[src/rtl/sram_responder_if.sv]
// Mapper-side request bus for the SRAM responder.
// Level-held read/write strobes, address, data and ready handshake.
interface sram_responder_if #(
  parameter int ADDR_W = 19
);
  logic [ADDR_W-1:0] addr;
  logic              rd_req;
  logic              we_req;
  logic [7:0]        wdata;
  logic [7:0]        rdata;
  logic              ready;

  modport master (
    output addr, rd_req, we_req, wdata,
    input  rdata, ready
  );

  modport slave (
    input  addr, rd_req, we_req, wdata,
    output rdata, ready
  );
endinterface

[src/rtl/sram_responder.sv]
// Async 512Kx8 SRAM responder for the Z80 bank mapper.
// Registered strobes, programmable wait states and turnaround.
module sram_responder #(
  parameter int ADDR_W      = 19,
  parameter int WAIT_STATES = 2,
  parameter int TURN_CYCLES = 1
) (
  input  logic              clk,
  input  logic              reset,
  sram_responder_if.slave   bus,
  output logic [ADDR_W-1:0] sram_addr,
  output logic [7:0]        sram_dq_out,
  output logic              sram_dq_oe,
  input  logic [7:0]        sram_dq_in,
  output logic              sram_ce_n,
  output logic              sram_oe_n,
  output logic              sram_we_n
);

  typedef enum logic [2:0] {
    IDLE, SETUP, ACCESS, DONE, TURN
  } state_t;

  localparam logic [3:0] WS = 4'(WAIT_STATES);
  localparam logic [1:0] TC = 2'(TURN_CYCLES - 1);

  state_t            state, nxt;
  logic              op_wr, op_wr_d;
  logic [3:0]        wcnt, wcnt_d;
  logic [1:0]        tcnt, tcnt_d;
  logic              ready_q, ready_d;
  logic [7:0]        rdata_q, rdata_d;
  logic [ADDR_W-1:0] addr_d;
  logic [7:0]        dq_out_d;
  logic              ce_n_d, oe_n_d, we_n_d, dq_oe_d;
  logic              req_any, req_live, busy;

  assign req_any  = bus.rd_req | bus.we_req;
  assign req_live = op_wr ? bus.we_req : bus.rd_req;

  assign bus.ready = ready_q;
  assign bus.rdata = rdata_q;

  // State, counters and every output are registered together
  always_ff @(posedge clk or posedge reset) begin
    if (reset) begin
      state       <= IDLE;
      op_wr       <= 1'b0;
      wcnt        <= '0;
      tcnt        <= '0;
      ready_q     <= 1'b0;
      rdata_q     <= '0;
      sram_addr   <= '0;
      sram_dq_out <= '0;
      sram_dq_oe  <= 1'b0;
      sram_ce_n   <= 1'b1;
      sram_oe_n   <= 1'b1;
      sram_we_n   <= 1'b1;
    end else begin
      state       <= nxt;
      op_wr       <= op_wr_d;
      wcnt        <= wcnt_d;
      tcnt        <= tcnt_d;
      ready_q     <= ready_d;
      rdata_q     <= rdata_d;
      sram_addr   <= addr_d;
      sram_dq_out <= dq_out_d;
      sram_dq_oe  <= dq_oe_d;
      sram_ce_n   <= ce_n_d;
      sram_oe_n   <= oe_n_d;
      sram_we_n   <= we_n_d;
    end
  end

  // Next state: DONE is left only once the handshake is over,
  // so a held request can never start a second access
  always_comb begin
    nxt     = state;
    op_wr_d = op_wr;
    wcnt_d  = wcnt;
    tcnt_d  = tcnt;
    unique case (state)
      IDLE: begin
        if (req_any) begin
          nxt     = SETUP;
          op_wr_d = bus.we_req;
        end
      end
      SETUP: begin
        nxt    = ACCESS;
        wcnt_d = WS;
      end
      ACCESS: begin
        if (wcnt == 4'd0) nxt = DONE;
        else wcnt_d = wcnt - 4'd1;
      end
      DONE: begin
        if (!ready_q || !req_live) begin
          nxt    = TURN;
          tcnt_d = TC;
        end
      end
      TURN: begin
        if (tcnt == 2'd0) nxt = IDLE;
        else tcnt_d = tcnt - 2'd1;
      end
      default: nxt = IDLE;
    endcase
  end

  // Output values for the state being entered on this edge
  always_comb begin
    addr_d   = sram_addr;
    dq_out_d = sram_dq_out;
    rdata_d  = rdata_q;
    if (state == IDLE && req_any) begin
      addr_d   = bus.addr;
      dq_out_d = bus.wdata;
    end
    if (state == ACCESS && wcnt == 4'd0 && !op_wr)
      rdata_d = sram_dq_in;
    busy    = (nxt == SETUP) || (nxt == ACCESS) || (nxt == DONE);
    ce_n_d  = !busy;
    oe_n_d  = !(!op_wr_d && ((nxt == SETUP) || (nxt == ACCESS)));
    we_n_d  = !(op_wr_d && (nxt == ACCESS));
    dq_oe_d = op_wr_d && busy;
    ready_d = (nxt == DONE) && req_live;
  end

endmodule

[src/flat_wrapper.sv]
// flat-port wrapper written by rule: the top's interface ports become plain ports
module sram_responder_flat 
#(
  parameter int ADDR_W      = 19,
  parameter int WAIT_STATES = 2,
  parameter int TURN_CYCLES = 1
)
  (clk, reset, sram_addr, sram_dq_out, sram_dq_oe, sram_dq_in, sram_ce_n, sram_oe_n, sram_we_n, bus_addr, bus_rd_req, bus_we_req, bus_wdata, bus_rdata, bus_ready);
  sram_responder_if #(.ADDR_W(ADDR_W)) bus_i ();
  input  logic clk;
  input  logic reset;
  output logic [ADDR_W-1:0] sram_addr;
  output logic [7:0] sram_dq_out;
  output logic sram_dq_oe;
  input  logic [7:0] sram_dq_in;
  output logic sram_ce_n;
  output logic sram_oe_n;
  output logic sram_we_n;
  input wire logic [$bits(bus_i.addr)-1:0] bus_addr;
  input wire logic [$bits(bus_i.rd_req)-1:0] bus_rd_req;
  input wire logic [$bits(bus_i.we_req)-1:0] bus_we_req;
  input wire logic [$bits(bus_i.wdata)-1:0] bus_wdata;
  output wire logic [$bits(bus_i.rdata)-1:0] bus_rdata;
  output wire logic [$bits(bus_i.ready)-1:0] bus_ready;
  assign bus_i.addr = bus_addr;
  assign bus_i.rd_req = bus_rd_req;
  assign bus_i.we_req = bus_we_req;
  assign bus_i.wdata = bus_wdata;
  assign bus_rdata = bus_i.rdata;
  assign bus_ready = bus_i.ready;
  sram_responder #(.ADDR_W(ADDR_W), .WAIT_STATES(WAIT_STATES), .TURN_CYCLES(TURN_CYCLES)) u_core (.clk(clk), .reset(reset), .bus(bus_i), .sram_addr(sram_addr), .sram_dq_out(sram_dq_out), .sram_dq_oe(sram_dq_oe), .sram_dq_in(sram_dq_in), .sram_ce_n(sram_ce_n), .sram_oe_n(sram_oe_n), .sram_we_n(sram_we_n));
endmodule
[config.mk]
export PLATFORM = sky130hd
export DESIGN_NAME = sram_responder_flat
export DESIGN_NICKNAME = d
export VERILOG_FILES = /design/src/rtl/sram_responder_if.sv /design/src/rtl/sram_responder.sv /design/src/flat_wrapper.sv
export SDC_FILE = /design/constraint.sdc
export NUM_CORES = 1
export LEC_CHECK = 0
export ABC_CLOCK_PERIOD_IN_PS = 1500
export BUFFER_PORTS_ARGS = -buffer_cell sky130_fd_sc_hd__buf_2
export CAP_MARGIN = 10
export CORE_UTILIZATION = 33
export CTS_BUF_LIST = sky130_fd_sc_hd__clkbuf_4
export DETAILED_ROUTE_END_ITERATION = 16
export HOLD_SLACK_MARGIN = 0.1
export PLACE_DENSITY = 0.6
export SETUP_SLACK_MARGIN = 0.15
export SYNTH_ARGS = -nofsm -noshare
export SYNTH_HDL_FRONTEND = slang
export SYNTH_SLANG_ARGS = --single-unit
export TNS_END_PERCENT = 20
[constraint.sdc]
create_clock -name clk -period 1.5 [get_ports clk]
set_input_delay 0.15 -clock clk [delete_from_list [all_inputs] [get_ports clk]]
set_output_delay 0.15 -clock clk [all_outputs]
set_load 0.005 [all_outputs]
==> impl_metrics.yaml, run 1 <==
worst_hold_path:
  hold_class: "in -> reg"
  min_from: "bus_we_req"
place:
  portBuffers: 78
  placed_cell_area_sq_um: 2850
  routabilityCongestion: 0.720
  dpl_worst_slack_ns: -0.110
  hpwl_mm: 3.51
clock_tree:
  clk_pin_slew_ns: 0.15
  cts.htree.levels: 2
  clock-sinks: 50
  cts_tree: "done"
  cts_root_buf: "clkbuf_4"
  worst_skew_pair.late_latency_ns: 0.38
  clk_path_buf_depth: 2
  numCtsBuffers: 5
floorplan:
  initial_core_util_pct: 34.2
  core_area_sq_um: 6350
  die_h_microns: 83.2
  io_pins: 79
  die_area_sq_um: 6910
  num_rows: 29
  dieWidth_microns: 83.2
timing:
  period_needed_ns: 1.58
  final-max-slew-violation-count: 0
  rsz0062_at_grt: "yes"
  hold_viol: 0
  fmax_mhz: 632
  skew_ns: 0.0118
  setup_slack_ns: -0.0825
  fin_crit_sh_pct: 106
  finalSetupViolations: 17
  slew_headroom_pct: 77.1
  fin_tns_setup_ns: -0.721
  worst_pin_slew_ns: 0.343
critical_path:
  crit_fanout: 3
  cp-start-kind: "register"
  path_cells: "or2_4 > nor4_4 > buf_4 > mux2_4"
  setup.worst_path.start: "u_core.wcnt[3]$_DFFE_PP0P_"
  slowest_stage: "dfrtp_1"
  r2r-start: "u_core.wcnt[3]$_DFFE_PP0P_"
  critPathBufInv: 1
  cp-end-kind: "register"
  crit_type: "reg -> reg"
  crit_arrival_ns: 1.85
  required_ns: 1.77
  slowest_delay_ns: 0.43
  cpLargestDelayFamily: "simple AND/OR/NAND/NOR gates"
route:
  ant_nets: 0
  first_iter_violations: 61
  route.detailed.drc: 0
  vias: 1829
  wl_per_cell_microns: 15.6
  dr.pass1.iters: 4
  viasPerCell: 4.71
  drt-total-wl_mm: 6.06
pwr:
  swShare_pct: 33.4
  power.density_nw_per_um2: 2000
  seqPwrFrac_pct: 32.3
  power.switching_mw: 2.49
  p_int_mw: 4.98
  ir_drop_v: 0.00109
  p_leak_nw: 1.78
  power_mw: 7.47
  p_clk_share_pct: 11.2
  p_comb_share_pct: 56.5
run_status:
  status: "complete, but fails checks"
  violations: "negative setup slack"
global_route:
  first_global_vias: 2041
  grt_use_total_pct: 17.4
  grt_max_degree: 27
  grt_first_pass_wirelength_mm: 9.67
  antenna_found_initial: 0
  grt_overflow: 0
logic_synthesis:
  synth.top_cell.area_share_pct: 54.1
  synth_area_sq_um: 2170
  synth_area_per_cell_sq_um: 13.6
  yosysTopAreaCell: "dfrtp_1"
  netlist-cell-type-count: 40
  synth_area_leaders: "dfrtp_1 54%, mux2_2 19%, dfstp_2 3.6%"
  synth_nets: 202
  syn_inst: 160
  yosysSeqAreaShare_pct: 57.7
  yosys_warnings: 0
  synth_seq_cells: 50
layout:
  final_nets: 352
  final_layout_size_suffix_gt1_share_pct: 62.7
  seq_area_sq_um: 1260
  n_fill_cell: 512
  area.growth.synth_to_final_pct: 71.9
  multi_input_area_sq_um: 1160
  antenna_cells: 0
  stdcell_area_sq_um: 3740
flow_run:
  drv_cap: 0
## cell usage after synthesis
cell type	count
or4b_1	1
o21a_1	1
mux2_2	37
o22ai_1	1
or2_1	1
a311oi_1	1
or4b_2	1
nor3_1	3
o21ai_0	1
o311ai_0	1
nor4_1	3
o32ai_1	1
and3_1	1
a21boi_0	1
nor4_4	1
or2_2	1
dfstp_2	3
buf_2	3
inv_1	6
buf_6	1
nand2_1	7
a21oi_1	2
mux2i_1	2
a2111o_1	1
nand2b_1	6
a211o_1	1
and2_1	1
a311o_1	1
a211oi_1	2
buf_4	2
o21ba_2	2
dfrtp_1	47
a22o_1	2
ha_1	3
o21bai_1	1
o211ai_1	1
nor3b_1	3
nor2_1	2
clkbuf_1	2
nor2b_1	3
## worst register-to-register path, delay by kind of cell, from the launching register on
| kind | cells | cell delay [ns] |
|---|---|---|
| buffers and inverters | 1 | 0.19 |
| DFF | 1 | 0.43 |
| muxes | 1 | 0.30 |
| and+or+nand+nor | 2 | 0.57 |
## cells by family (layout without fill, tap and decap cells)
kind of cell	after synthesis	count (layout)	share of synthesized area (%)
flops	50	50	57.7
mux	39	39	20.1
simple gates	34	34	9.79
compound gates	20	20	7.37
buf+inv	14	165	3.28
fa+ha+maj	3	3	1.73
## power by group through the flow
stage	combinational (mW)	sequential, mW	clock, mW
after floorplan	1.58	2.38	0
after global placement	2.85	2.35	0
after detailed placement	2.90	2.37	0
after CTS	3.64	2.37	0.858
after global routing	4.52	2.49	0.906
final	4.22	2.42	0.835
## sequential cells by signal, indices dropped and copies added (netlist names)
| signal | flops |
|---|---|
| u_core.sram_addr | 19 |
| u_core.bus.rdata | 8 |
| u_core.sram_dq_out | 8 |
| u_core.wcnt | 4 |
| u_core.state | 3 |
| u_core.tcnt | 2 |
| u_core.bus.ready | 1 |
| u_core.op_wr | 1 |
| u_core.sram_ce_n | 1 |
| u_core.sram_dq_oe | 1 |
| u_core.sram_oe_n | 1 |
| u_core.sram_we_n | 1 |
## per-layer routing
layer	track usage [%]	part of all wire, %
met2	30.9	52
met5	0	0
met1	21.5	42
met4	4.23	0.69
met3	3.68	5.2
## placed cells by master, fill, tap and decap left out, drive strengths merged, types with 2 or more instances in the layout
master and instances:
dfrtp 47, ha 3, o21ba 2, or4b 2, nor3 3, or2 2, dlygate4sd3 36, dfstp 3
mux2i 2, a21oi 2, nand2b 6, nand2 7, nor2b 3, a22o 2, nor4 4, nor3b 3
clkbuf 7, buf 113, nor2 2, inv 7, a211oi 2, mux2 37
## final cells by class
type,count,share of cell area (%)
Timing Repair Buffer,151,29.8
Inverter,6,0.603
Clock buffer,5,1.00
Multi-Input combinational cell,96,31.0
Sequential cell,50,33.7
Clock inverter,3,1.31
Tap cell,77,2.58
## stage by stage
step           hold slack, ns  util (%)  std cells
3_5_place_dp            0.236      44.8        336
3_3_place_gp            0.237      44.8        336
4_1_cts                 0.220      56.0        386
5_1_grt                 0.252      58.8        388
6_report                0.258      58.8        388
2_1_floorplan           0.302         -        160
## final timing paths
path | cells after the start | slack [ns] | endpoint
worst max-delay path | 4 | -0.08 | u_core.bus.rdata[5]$_DFFE_PP0P_
max in group asynchronous | 4 | 0.82 | u_core.sram_oe_n$_DFF_PP1_
worst min-delay path | 3 | 0.26 | u_core.sram_oe_n$_DFF_PP1_
worst min register to register | 1 | 0.52 | u_core.bus.rdata[4]$_DFFE_PP0P_
worst max register to register | 4 | -0.08 | u_core.bus.rdata[5]$_DFFE_PP0P_
min in group asynchronous | 4 | 0.36 | u_core.sram_addr[18]$_DFFE_PP0P_
## repair_timing
| item | in CTS | in global routing |
|---|---|---|
| resized for setup | 46 | 36 |
| setup buffers | 6 | 0 |
| setup endpoints to repair | 48 | 48 |
| pin swaps | 11 | 5 |
| hold buffers | 36 | 0 |
| hold endpoints to repair | 84 | 0 |
| cloned | 0 | 2 |
Note: power is estimated with default switching activity, not from simulation.
==> run 2: changes to the inputs <==
--- a/config.mk
+++ b/config.mk
@@ -13,6 +13,7 @@
 export DETAILED_ROUTE_END_ITERATION = 16
 export HOLD_SLACK_MARGIN = 0.1
 export PLACE_DENSITY = 0.6
+export REMOVE_ABC_BUFFERS = 1
 export SETUP_SLACK_MARGIN = 0.15
 export SYNTH_ARGS = -nofsm -noshare
 export SYNTH_HDL_FRONTEND = slang
==> run 2 against run 1 <==
Compared with the run above: the run still ends with negative setup slack left; utilization shrank 3.1 points; flip-flop and latch count is the same; clock skew grew 0.0048 ns; routed wire length shrank 9.8%; global-route usage shrank 1.9 points.
==> impl_metrics.yaml, run 2 (synthesis results as in run 1) <==
flow_run:
  drv_cap: 0
global_route:
  first_global_vias: 1939
  grt_first_pass_wirelength_mm: 8.76
  grt_use_total_pct: 15.5
  grt_max_degree: 25
  antenna_found_initial: 0
  grt_overflow: 0
place:
  dpl_worst_slack_ns: -0.138
  portBuffers: 78
  routabilityCongestion: 0.719
  hpwl_mm: 3.32
timing:
  finalSetupViolations: 36
  final-max-slew-violation-count: 0
  slew_headroom_pct: 80.0
  skew_ns: 0.0166
  fin_crit_sh_pct: 105
  setup_slack_ns: -0.0726
  period_needed_ns: 1.57
  rsz0062_at_grt: "yes"
  hold_viol: 0
  fmax_mhz: 636
  worst_pin_slew_ns: 0.300
clock_tree:
  cts_tree: "done"
  cts.htree.levels: 2
  cts_root_buf: "clkbuf_4"
  clk_pin_slew_ns: 0.15
  clock-sinks: 50
  numCtsBuffers: 5
  clk_path_buf_depth: 2
  worst_skew_pair.late_latency_ns: 0.37
layout:
  antenna_cells: 0
  final_layout_size_suffix_gt1_share_pct: 59.7
  layout_common_cells: "78 x buf_2, 45 x dfrtp_1, 36 x dlygate4sd3_1, 31 x mux2_4, 29 x buf_4"
  top_register: "u_core.sram_addr"
  final_nets: 349
  mostFrequentLayoutCell: "buf_2"
  largest_reg_flops: 19
  n_fill_cell: 510
  area.growth.synth_to_final_pct: 62.9
pwr:
  p_leak_nw: 1.71
  power_mw: 6.62
  ir_drop_v: 0.00106
  power.density_nw_per_um2: 1870
floorplan:
  num_rows: 29
  dieWidth_microns: 83.2
  die_h_microns: 83.2
  die_area_sq_um: 6910
  io_pins: 79
  initial_core_util_pct: 34.2
  core_area_sq_um: 6350
route:
  route.detailed.drc: 0
  met2_length_mm: 2.77
  dr.pass1.iters: 5
  ant_nets: 0
  wl_per_cell_microns: 14.2
  drt-total-wl_mm: 5.46
  top_layer_used: "met4"
  wl_met3_microns: 301
  drt-met1-wl_mm: 2.35
  vias: 1840
  viasPerCell: 4.78
  first_iter_violations: 32
run_status:
  status: "complete, but fails checks"
  violations: "negative setup slack"
critical_path:
  cp-end-kind: "register"
  required_ns: 1.77
  cp-start-kind: "register"
  crit_type: "reg -> reg"
  crit_arrival_ns: 1.85
  crit_fanout: 8
worst_hold_path:
  hold_class: "in -> reg"
==> run 2: repair_timing <==
action,in CTS,in global routing
hold buffers,36,0
gates resized for setup,29,28
cloned,0,1
setup buffers,3,1
endpoints found under the hold margin,83,0
endpoints found under the setup margin,48,46
pin swaps,7,9
==> run 2: routing by layer <==
layer	vias up	GRT usage, %
met5	-	0
met4	0	3.29
met3	4	3.98
met2	63	27.9
met1	909	18.6
li1	864	-
==> run 2: final timing paths <==
| path | startpoint | end | slack, ns | cells after the start |
|---|---|---|---|---|
| max | u_core.state[2]$_DFF_PP0_ | u_core.bus.rdata[2]$_DFFE_PP0P_ | -0.07 | 4 |
| min | bus_we_req | u_core.op_wr$_DFF_PP0_ | 0.13 | 2 |
| max reg2reg | u_core.state[2]$_DFF_PP0_ | u_core.bus.rdata[2]$_DFFE_PP0P_ | -0.07 | 4 |
| min reg2reg | u_core.bus.rdata[5]$_DFFE_PP0P_ | u_core.bus.rdata[5]$_DFFE_PP0P_ | 0.52 | 1 |
| max in group asynchronous | reset | u_core.sram_we_n$_DFF_PP1_ | 0.70 | 4 |
| min in group asynchronous | reset | u_core.sram_dq_out[6]$_DFFE_PP0P_ | 0.29 | 3 |
==> run 2: stage by stage <==
stage | std cells | util (%) | hold slack (ns) | instance area (sq um) | setup TNS (ns)
after detailed placement | 336 | 44.9 | 0.110 | 2850 | -3.11
final | 385 | 55.8 | 0.127 | 3540 | -1.56
after global placement | 336 | 44.9 | 0.107 | 2850 | -2.88
after floorplan | 152 | - | 0.302 | 2120 | -16.66
after CTS | 383 | 53.5 | 0.122 | 3400 | -1.56
after global routing | 385 | 55.8 | 0.162 | 3540 | -3.16
==> run 2: final cells by class <==
class                      count  area (sq um)  area share, %
sequential                    50          1260           35.5
timing repair buffer         148          1060           29.8
multi-input combinational     96          1050           29.8
tap                           77          96.3           2.72
clock buffer                   5          37.5           1.06
inverter                       6          22.5          0.636
clock inverter                 3          16.3          0.459
==> run 2: critical path: stages (launching register included) <==
cell and delay [ns]:
dfrtp_2 0.46, or2_4 0.25, nor4_4 0.25, buf_6 0.20, mux2_4 0.31
==> run 2: power by group <==
part	internal (mW)	switching (mW)
Combinational	2.24	1.40
Sequential	2.00	0.374
Clock	0.176	0.431
==> run 3: changes to the inputs <==
--- a/config.mk
+++ b/config.mk
@@ -6,13 +6,15 @@
 export NUM_CORES = 1
 export LEC_CHECK = 0
 export ABC_CLOCK_PERIOD_IN_PS = 1500
-export BUFFER_PORTS_ARGS = -buffer_cell sky130_fd_sc_hd__buf_2
 export CAP_MARGIN = 10
-export CORE_UTILIZATION = 33
+export CELL_PAD_IN_SITES_DETAIL_PLACEMENT = 1
+export CELL_PAD_IN_SITES_GLOBAL_PLACEMENT = 2
+export CORE_UTILIZATION = 38
 export CTS_BUF_LIST = sky130_fd_sc_hd__clkbuf_4
 export DETAILED_ROUTE_END_ITERATION = 16
+export DONT_BUFFER_PORTS = 1
 export HOLD_SLACK_MARGIN = 0.1
-export PLACE_DENSITY = 0.6
+export PLACE_DENSITY = 0.78
 export REMOVE_ABC_BUFFERS = 1
 export SETUP_SLACK_MARGIN = 0.15
 export SYNTH_ARGS = -nofsm -noshare
==> run 3 against run 2 <==
Compared with the run above: the run still ends with negative setup slack left; die area down 13%; register-to-register slack worse by 0.09 ns; critical path depth unchanged; global-route usage up 6.7 points; design area down 12%; power down 5.2%; hold slack better by 0.023 ns; routed wire length up 12%; clock-buffer cell count up 2; setup slack worse by 0.088 ns; non-clock buffer count down 77.
==> impl_metrics.yaml, run 3 (synthesis results as in run 1) <==
critical_path:
  required_ns: 1.81
  slowest_stage: "dfrtp_2"
  crit_type: "reg -> reg"
  critPathBufInv: 1
  path_cells: "buf_6 > or4b_1 > a22o_1 > a2111o_1"
  cp-start-kind: "register"
  crit_fanout: 5
  crit_arrival_ns: 1.97
  slowest_delay_ns: 0.48
  cpLargestDelayFamily: "compound AO/OA/AOI/OAI gates"
  cp-end-kind: "register"
place:
  placed_cells: 251
  placed_cell_area_sq_um: 2440
  routabilityCongestion: 0.756
  hpwl_mm: 3.45
  portBuffers: 0
global_route:
  grt_max_degree: 29
  antenna_found_initial: 1
  grt_overflow: 0
  grt_use_total_pct: 22.2
  first_global_vias: 1886
  grt_first_pass_wirelength_mm: 10.0
pwr:
  power.density_nw_per_um2: 2020
  p_leak_nw: 1.33
  ir_drop_v: 0.000988
floorplan:
  dieWidth_microns: 77.6
  io_pins: 79
  num_rows: 27
  die_area_sq_um: 6030
  initial_core_util_pct: 39.5
  core_area_sq_um: 5510
  die_h_microns: 77.6
clock_tree:
  clk_pin_slew_ns: 0.15
  clock-sinks: 50
  cts_root_buf: "clkbuf_4"
  cts.htree.levels: 2
  clk_path_buf_depth: 2
  worst_skew_pair.late_latency_ns: 0.37
  cts_tree: "done"
  numCtsBuffers: 5
layout:
  top_register: "u_core.sram_addr"
  area.growth.synth_to_final_pct: 42.8
  n_fill_cell: 560
  stdcell_area_sq_um: 3100
  mostFrequentLayoutCell: "dfrtp_1"
  largest_reg_flops: 19
  stdcell_count: 304
  final_layout_size_suffix_gt1_share_pct: 46.8
  layout_common_cells: "46 x dfrtp_1, 37 x dlygate4sd3_1, 29 x buf_4, 28 x mux2_2, 9 x mux2_4"
  final_nets: 272
run_status:
  violations: "negative setup slack"
  status: "complete, but fails checks"
route:
  vias: 1614
  viasPerCell: 5.31
  route.detailed.drc: 0
  wl_per_cell_microns: 20.1
  drt-total-wl_mm: 6.11
  first_iter_violations: 49
  dr.pass1.iters: 3
  ant_nets: 0
timing:
  finalSetupViolations: 39
  worst_pin_slew_ns: 0.481
  setup_slack_ns: -0.160
  skew_ns: 0.00824
  period_needed_ns: 1.66
  fin_crit_sh_pct: 111
  hold_viol: 0
  slew_headroom_pct: 67.9
  fmax_mhz: 602
  final-max-slew-violation-count: 0
  whs_ns: 0.150
  rsz0062_at_grt: "yes"
worst_hold_path:
  hold_class: "in -> reg"
flow_run:
  drv_cap: 0
## run 3: tightest hold or removal path: stages
cell and delay, ns:
mux2_2 0.18, a211o_1 0.13, nand2_1 0.05
## run 3: worst paths after layout
kind	from	to	slack, ns	cells after the start
worst max-delay path	u_core.state[2]$_DFF_PP0_	u_core.sram_oe_n$_DFF_PP1_	-0.16	4
worst min-delay path	bus_rd_req	u_core.state[2]$_DFF_PP0_	0.15	3
worst max register to register	u_core.state[2]$_DFF_PP0_	u_core.sram_oe_n$_DFF_PP1_	-0.16	4
worst min register to register	u_core.sram_dq_out[7]$_DFFE_PP0P_	u_core.sram_dq_out[7]$_DFFE_PP0P_	0.55	1
max in group asynchronous	reset	u_core.sram_oe_n$_DFF_PP1_	0.65	3
min in group asynchronous	reset	u_core.sram_dq_out[7]$_DFFE_PP0P_	0.26	2
## run 3: timing repair
| item | in CTS | in global routing |
|---|---|---|
| endpoints found under the setup margin | 48 | 49 |
| gates resized for setup | 30 | 8 |
| cloned | 0 | 0 |
| setup buffers | 5 | 2 |
| endpoints found under the hold margin | 85 | 0 |
| hold buffers | 37 | 0 |
| pin swaps | 7 | 5 |
## run 3: power breakdown
group | leakage [nW] | total, mW | internal (mW) | switching, mW
clock | 0.0463 | 0.824 | 0.390 | 0.434
sequential | 0.601 | 2.54 | 2.00 | 0.542
combinational | 0.685 | 2.90 | 1.67 | 1.23
total | 1.33 | 6.27 | 4.06 | 2.21
## run 3: layer usage
layer	GRT usage (%)	wire [microns]	vias to the layer above
li1	-	-	710
met1	23.8	2220	831
met2	39.6	3370	57
met3	6.24	332	16
met4	11.3	189	0
met5	0	0	-
## run 3: stage by stage
| step | setup TNS, ns | power [mW] | util, % | setup slack [ns] |
|---|---|---|---|---|
| 2_1_floorplan | -16.66 | 3.84 | - | -0.533 |
| 3_3_place_gp | -2.50 | 4.64 | 44.4 | -0.132 |
| 3_5_place_dp | -4.20 | 4.80 | 44.4 | -0.222 |
| 4_1_cts | -4.50 | 6.01 | 55.4 | -0.174 |
| 5_1_grt | -4.37 | 6.62 | 56.4 | -0.218 |
| 6_report | -2.63 | 6.27 | 56.4 | -0.160 |
## run 3: area by class of cell
type	count	area, sq um	share of cell area, %
sequential	50	1260	40.5
tap	72	90.1	2.90
clock buffer	7	52.6	1.69
multi-input combinational	96	988	31.8
timing repair buffer	71	662	21.3
inverter	6	22.5	0.726
antenna	1	2.50	0.0806
clock inverter	1	30.0	0.967
